## src/rtl/tick_timer_sched.sv

```systemverilog
// Shared 1 Hz prescaler with TICK strobe and N_CH round-robin one-shot countdown timers.
// Optional per-channel CANCEL input is compiled in when TICK_TIMER_CANCEL_EN is defined.
module tick_timer_sched #(
    parameter int unsigned fPck  = 25174825,
    parameter int unsigned N_CH  = 4,
    parameter int unsigned DUR_W = 8
) (
    input  logic                  PCK,
    input  logic                  RST,
    input  logic [N_CH-1:0]       REQ_VALID,
    input  logic [N_CH*DUR_W-1:0] REQ_DUR,
`ifdef TICK_TIMER_CANCEL_EN
    input  logic [N_CH-1:0]       CANCEL,
`endif
    output logic [N_CH-1:0]       REQ_READY,
    output logic [N_CH-1:0]       BUSY,
    output logic [N_CH-1:0]       DONE,
    output logic                  CLK_1HZ,
    output logic                  TICK
);
    localparam int unsigned MAX = fPck / 2 - 1;
    localparam int unsigned CW  = (MAX > 0) ? $clog2(MAX + 1) : 1;
    localparam int unsigned PW  = (N_CH > 1) ? $clog2(N_CH) : 1;
    localparam logic [CW-1:0] CNT_MAX = CW'(MAX);
    localparam logic [PW-1:0] PTR_LAST = PW'(N_CH - 1);

    logic [CW-1:0]    count;
    logic [PW-1:0]    ptr;
    logic [PW-1:0]    winner;
    logic [PW-1:0]    idx;
    int unsigned      idx_w;
    logic             found;
    logic [N_CH-1:0]  eligible;
    logic [N_CH-1:0]  grant;
    logic [N_CH-1:0]  cancel_hit;
    logic [DUR_W-1:0] remaining [N_CH];

    // TICK is raised on the same edge that drives CLK_1HZ high.
    always_ff @(posedge PCK) begin
        if (RST) begin
            count   <= '0;
            CLK_1HZ <= 1'b0;
            TICK    <= 1'b0;
        end else begin
            TICK <= 1'b0;
            if (count == CNT_MAX) begin
                count   <= '0;
                CLK_1HZ <= ~CLK_1HZ;
                TICK    <= ~CLK_1HZ;
            end else begin
                count <= count + CW'(1);
            end
        end
    end

    always_comb begin
        eligible = REQ_VALID & ~BUSY;
        grant    = '0;
        winner   = ptr;
        found    = 1'b0;
        idx_w    = 0;
        idx      = '0;
        for (int unsigned k = 0; k < N_CH; k++) begin
            idx_w = 32'(ptr) + k;
            if (idx_w >= N_CH) idx_w = idx_w - N_CH;
            idx = PW'(idx_w);
            if (!found && eligible[idx]) begin
                found      = 1'b1;
                grant[idx] = 1'b1;
                winner     = idx;
            end
        end
        if (RST) begin
            grant = '0;
            found = 1'b0;
        end
    end

    assign REQ_READY = grant;

`ifdef TICK_TIMER_CANCEL_EN
    assign cancel_hit = CANCEL & BUSY;
`else
    assign cancel_hit = '0;
`endif

    // Cancel outranks expiry; a grant never coincides with a countdown since only idle channels win.
    always_ff @(posedge PCK) begin
        if (RST) begin
            ptr  <= '0;
            BUSY <= '0;
            DONE <= '0;
            for (int unsigned i = 0; i < N_CH; i++) remaining[i] <= '0;
        end else begin
            if (found) ptr <= (winner == PTR_LAST) ? '0 : winner + PW'(1);
            for (int unsigned i = 0; i < N_CH; i++) begin
                DONE[i] <= 1'b0;
                if (cancel_hit[i]) begin
                    BUSY[i]      <= 1'b0;
                    remaining[i] <= '0;
                end else if (grant[i]) begin
                    if (REQ_DUR[i*DUR_W +: DUR_W] == '0) begin
                        DONE[i] <= 1'b1;
                    end else begin
                        remaining[i] <= REQ_DUR[i*DUR_W +: DUR_W];
                        BUSY[i]      <= 1'b1;
                    end
                end else if (BUSY[i] && TICK) begin
                    if (remaining[i] == DUR_W'(1)) begin
                        remaining[i] <= '0;
                        BUSY[i]      <= 1'b0;
                        DONE[i]      <= 1'b1;
                    end else begin
                        remaining[i] <= remaining[i] - DUR_W'(1);
                    end
                end
            end
        end
    end
endmodule
```

## config.mk

```make
export PLATFORM = sky130hd
export DESIGN_NAME = tick_timer_sched
export DESIGN_NICKNAME = d
export VERILOG_FILES = /design/src/rtl/tick_timer_sched.sv
export SDC_FILE = /design/constraint.sdc
export NUM_CORES = 1
export LEC_CHECK = 0
export CORE_MARGIN = 2
export CORE_UTILIZATION = 61
export CTS_CLUSTER_SIZE = 14
export DETAILED_ROUTE_END_ITERATION = 7
export PLACE_DENSITY = 0.86
export SYNTH_ARGS = -nofsm -noshare
export SYNTH_HDL_FRONTEND = slang
export SYNTH_SLANG_ARGS = --single-unit
```

## constraint.sdc

```tcl
create_clock -name PCK -period 8.5 [get_ports PCK]
set_clock_uncertainty 0.15 [all_clocks]
set_input_delay 1.7 -clock PCK [delete_from_list [all_inputs] [get_ports PCK]]
set_output_delay 1.7 -clock PCK [all_outputs]
set_load 0.1 [all_outputs]
```

# ---- Word-level counts from Yosys, hierarchy flattened
# Memories as Yosys holds them, arrays and structs flattened.
# Cells that the tools add are included.
dict set report totals {
  in_bits 38
  mem_bits_rw 32
  mem_bits_ro 0
  latch_bits 0
  ff_bits 36
  memories 1
}
# name depth width rd rd_ports_with_merged_regs write_ports line
set mem_list {}
lappend mem_list {remaining 4 8 4 0 4 36} ;# logic [DUR_W-1:0] remaining [N_CH];
dict set report classes {
  add_sub_neg 13
  n_shift 0
  mux 129
  n_eq_ne 10
  reduce_logical 32
  magnitude_cmp 12
  div_mod_pow 0
  n_mul 0
  bitwise 19
}
# operator count
set ops {}
lappend ops {{two-way mux 8 bit} 12}
lappend ops {{two-way mux 1 bit} 95}
lappend ops {{equality test 8 x 1 -> 1 bit, second input constant} 4}
lappend ops {{zero test 8 bit} 4}
lappend ops {{subtractor 8 x 1 -> 8 bit, second input constant} 4}
lappend ops {{adder 24 x 1 -> 24 bit, second input constant} 1}
lappend ops {{equality test 24 bit, second input constant} 1}
lappend ops {{two-way mux 4 bit} 5}
lappend ops {{two-way mux 2 bit} 9}
lappend ops {{nonzero test 2 bit} 8}
lappend ops {{< comparator 2 x 3 -> 1 bit, second input constant} 4}
lappend ops {{OR 1 bit} 12}
lappend ops {{OR 4 bit} 3}
lappend ops {{AND reduction 3 bit} 4}
lappend ops {{logical AND 1 bit} 11}
lappend ops {{>= comparator 3 bit, second input constant} 3}
lappend ops {{binary-select mux 1 bit (select 2 bit)} 4}
lappend ops {{demux 1 bit (select 2 bit)} 4}
lappend ops {{>= comparator 2 x 1 -> 1 bit, second input constant} 4}
lappend ops {{inequality test 2 bit, second input constant} 4}
lappend ops {{subtractor 2 x 1 -> 2 bit, second input constant} 4}
lappend ops {{adder 2 x 2 -> 3 bit, second input constant} 2}
lappend ops {{bitwise AND 4 bit} 1}
lappend ops {{inverter 4 bit} 1}
lappend ops {{other kinds (7)} 11}

# ---- Longest topological paths before layout
dict set report depth {
  depth_word 21
  mapped_depth 10
}

# ---- Worst setup path after synthesis
# Ideal clock, no wire load.
dict set report synth_timing {
  path_type {input-to-output}
  from {input REQ_VALID[3]}
  to {output REQ_READY[2]}
  stages 8
  slack_ns 2.212
  arrival_ns 4.438
  n_path_buf 2
  cell_sequence {nor2b_1 buf_6 mux4_2 nor2_4 a22o_1 nor3_1 buf_2 nor2_1}
}
dict set report synth_between {
  elab_chain_len 14
}
# item line
set synth_lines {}
lappend synth_lines {{from (decl)} 10} ;# input logic [N_CH-1:0] REQ_VALID,
lappend synth_lines {{bitwise AND 4 bit *} 57} ;# eligible = REQ_VALID & ~BUSY;
lappend synth_lines {{binary-select mux 1 bit (select 2 bit)} 67} ;# if (!found && eligible[idx]) begin
lappend synth_lines {{two-way mux 1 bit (implied by the code)} 67}
lappend synth_lines {{two-way mux 1 bit} 67}
lappend synth_lines {{zero test 1 bit} 67}
lappend synth_lines {{logical AND 1 bit} 67}
lappend synth_lines {{two-way mux 1 bit} 67}
lappend synth_lines {{zero test 1 bit} 67}
lappend synth_lines {{logical AND 1 bit} 67}
lappend synth_lines {{two-way mux 1 bit} 67}
lappend synth_lines {{zero test 1 bit} 67}
lappend synth_lines {{logical AND 1 bit} 67}
lappend synth_lines {{two-way mux 4 bit *} 67}
lappend synth_lines {{two-way mux 4 bit *} 73} ;# if (RST) begin
lappend synth_lines {{to (decl)} 15} ;# output logic [N_CH-1:0] REQ_READY,
# Mark *: on every way between the ends. The rest lies on a longest branch, timed or not. The select of a mux whose other input is x is not followed.

# ---- Final worst setup path
dict set report layout_timing {
  from {input REQ_VALID[3]}
  to {output REQ_READY[1]}
}
# The elaborated chain is that of the path after synthesis.

==> results_dict.tcl <==
set metrics [dict create \
    totalWireLength_um 9972 \
    die_area_sq_um 7978 \
    fmax_mhz 145.9 \
    ys_seq_elements 68 \
    cts.hold.buffers_added 0 \
    slew_worst_pin_ns 1.017 \
    initial_cell_density_of_the_core_pct 62.22 \
    unrepaired_setup_endpoints_after_global_routing "false" \
    finalHoldWorstSlack_ns 0.3189 \
    synth_area_leader_cell "edfxtp_1" \
    clock_pin_slew_of_the_registers_on_the_worst_case_setup_and_hold_paths_ns 0.07 \
    ant_nets 0 \
    worstPathBufferInverterCount 3 \
    ctsRootBufferMaster "clkbuf_8" \
    cellPowerDensity_nw_per_um2 328.5 \
    multi_input_comb_area_sq_um 2621 \
    die-width_um 89.32 \
    cp_top_family "buffers and inverters" \
    syn_inst 494 \
    synthesis.nets 549 \
    cp_data_arrival_time_ns 5.00 \
    setup.worst_path.start "REQ_VALID[3]" \
    layout.cells.most_common_list "91 x nand2_1, 51 x clkdlybuf4s50_1, 48 x nor2_1" \
    setup_tns_ns 0 \
    routed_wire_length_per_instance_um 15.39 \
    timing.hold.worst.class "register to register" \
    globalplace.congestion 0.8656 \
    detailedRoute.firstPassIterationCount 4 \
    avgViaCountPerCell 5.813 \
    number_of_flops_mapped_to_enable_cells_by_yosys 32 \
    layout_commonest_cell "nand2_1" \
    r2r-start "ptr[0]" \
    synth.yosys.seq_area_share_pct 37.87 \
    ys_warn_count 0 \
    crit_path_end_kind "output pin" \
    mean_instance_size_in_the_synthesized_netlist_sq_um 8.989 \
    groute.usage.overall_pct 26.28 \
    post-synth-top-area-fraction_pct 21.64 \
    clkLatencyLatePin_ns 0.34 \
    die_h_um 89.32 \
    top_level_ports 52 \
    post-route-drc-count 0 \
    dr_total_vias 3767 \
    grt_pass1_vias 3601 \
    async_set_or_reset_register_ratio_after_synthesis_pct 0 \
    final_stage_net_count 599 \
    grt_start_max_net_pins 40 \
    cts_inserted_buffers 9 \
    final-max-slew-violation-count 0 \
    clock_tree.htree_level_count 3 \
    slowest_delay_ns 1.00 \
    cellLeakagePower_nw 2.041 \
    dp_hpwl_um 7038 \
    slew-limit-headroom_pct 31.60 \
    antenna_cells_inserted 0 \
    clkSinkCount 68 \
    start_kind "primary input" \
    grt_overflow_total 0 \
    cts_tree "built" \
    final_layout_size_suffix_gt1_share_pct 5.829 \
    post_synth_num_cell_types 56 \
    setup-violations-final 0 \
    initial_antenna_violation_count 0 \
    critical_path_required_ns 6.65 \
    vdd_drop_max_v 0.0002214 \
    layout.area.seq_sq_um 1682 \
    post_cts.repair.setup_buffers 0 \
    synth-main-ff-cell "dfxtp_1" \
    finalHoldViolations 0 \
    min_from "count[0]" \
    post_cts.resized_instances 0 \
    result_of_the_run "finished clean" \
    timing.critical_path.fanout_max 10 \
    syn-cell-area_sq_um 4441 \
    grt_first_pass_wirelength_um 16330 \
    port_buffers 51 \
    fin_crit_ns 6.854 \
    worstPathCellList "clkdlybuf4s50_1 > nor2b_1 > nor4_1 > o31ai_2 > a21boi_0 > nor3_1 > buf_4 > nor2_1 > clkdlybuf4s50_1" \
    cpMostUsedCell "clkdlybuf4s50_1" \
    final_min_period_over_clock_period_pct 80.63 \
    area_grow_syn2layout_pct 17.89 \
    rows 31 \
    drt_iter0_markers 234 \
    synthTopCellsByArea "edfxtp_1 22%, dfxtp_1 16%, nand2_1 7.7%" \
    maxCapViolCount 0 \
    nFillCells 546 \
    coreArea_sq_um 7137 \
    crit_slowest_cell "clkdlybuf4s50_1" \
    clk_path_buf_depth 2 \
    class_of_the_most_critical_setup_path "primary input to output pin" \
]
## per-layer routing
metal / share of wire (%) / up-vias / track usage (%)
li1: - / 1894 / -
met1: 47 / 1749 / 35.55
met2: 46 / 101 / 42.09
met3: 4.6 / 23 / 4.617
met4: 2.1 / 0 / 10.18
met5: 0 / - / 0
## synthesized netlist by cell type (2+ instances only)
| cell | count |
|---|---|
| mux4_2 | 2 |
| mux2_1 | 2 |
| dfxtp_1 | 36 |
| buf_6 | 3 |
| nand2b_4 | 3 |
| clkbuf_1 | 7 |
| or4_1 | 8 |
| a22oi_1 | 2 |
| nor2_1 | 48 |
| nor4b_1 | 3 |
| nand3_1 | 18 |
| nand2b_1 | 11 |
| nand2_1 | 91 |
| o211ai_1 | 2 |
| edfxtp_1 | 32 |
| nor4_1 | 17 |
| buf_4 | 2 |
| a21boi_1 | 3 |
| or3_1 | 3 |
| mux2i_1 | 32 |
| nor3_1 | 17 |
| a21oi_1 | 8 |
| and3_1 | 5 |
| nand4_1 | 10 |
| nor2b_1 | 3 |
| nor3b_1 | 4 |
| buf_1 | 2 |
| and4_1 | 9 |
| xnor2_1 | 14 |
| a311oi_1 | 2 |
| a22o_1 | 4 |
| xor2_1 | 31 |
| ha_1 | 17 |
| o41ai_1 | 4 |
| o21bai_1 | 2 |
| inv_1 | 11 |
| o31ai_1 | 6 |
| o21a_1 | 2 |
## where the power goes
part / internal, mW / switching [mW] / leakage (nW)
Sequential: 0.461 / 0.101 / 0.632
Combinational: 0.336 / 0.527 / 1.29
Clock: 0.160 / 0.134 / 0.116
Total: 0.958 / 0.762 / 2.04
## final timing paths
check	slack (ns)	to	cells after the start
max	1.65	REQ_READY[1]	9
min	0.32	count[0]	1
max reg2reg	4.37	remaining[3][3]	8
min reg2reg	0.32	count[0]	1
## worst register-to-register path, cell delays in order, from the launching register on
cell and delay, ns:
dfxtp_1 0.67, inv_2 0.22, ha_1 0.48, nor2_1 0.07, and4_1 0.23, o31ai_2 0.38, a21boi_1 0.21, or3_1 0.61
o211ai_1 0.75
## kinds of logic (layout without fill, tap and decap cells)
family | Yosys count | count (layout) | synth area share (%)
xor+xnor | 45 | 45 | 8.876
fa+ha+maj | 17 | 17 | 4.790
compound gates | 44 | 44 | 7.551
flops | 68 | 68 | 37.87
buf+inv | 28 | 83 | 3.099
simple gates | 256 | 256 | 29.08
mux | 36 | 36 | 8.735
## sequential cells by signal, indices dropped and copies added (netlist names)
signal	cells
CLK_1HZ	1
remaining	32
ptr	2
TICK	1
count	24
BUSY	4
DONE	4
## area by class of cell
type                       count  area share, %
timing repair buffer          55          10.33
clock buffer                  13          3.872
tap                           99          2.366
clock inverter                 3         0.3824
sequential                    68          32.12
multi-input combinational    398          50.07
inverter                      12         0.8604
## through the flow
step / utilization, % / setup slack [ns] / power, mW / cells / cell area (sq um)
2_1_floorplan: - / 2.212 / 1.235 / 494 / 4441
3_3_place_gp: 70.23 / 1.749 / 1.384 / 632 / 5012
3_5_place_dp: 70.23 / 1.675 / 1.413 / 632 / 5012
4_1_cts: 73.35 / 1.673 / 1.714 / 648 / 5235
5_1_grt: 73.35 / 1.407 / 1.824 / 648 / 5235
6_report: 73.35 / 1.646 / 1.719 / 648 / 5235
Note: power is estimated with default switching activity, not from simulation.
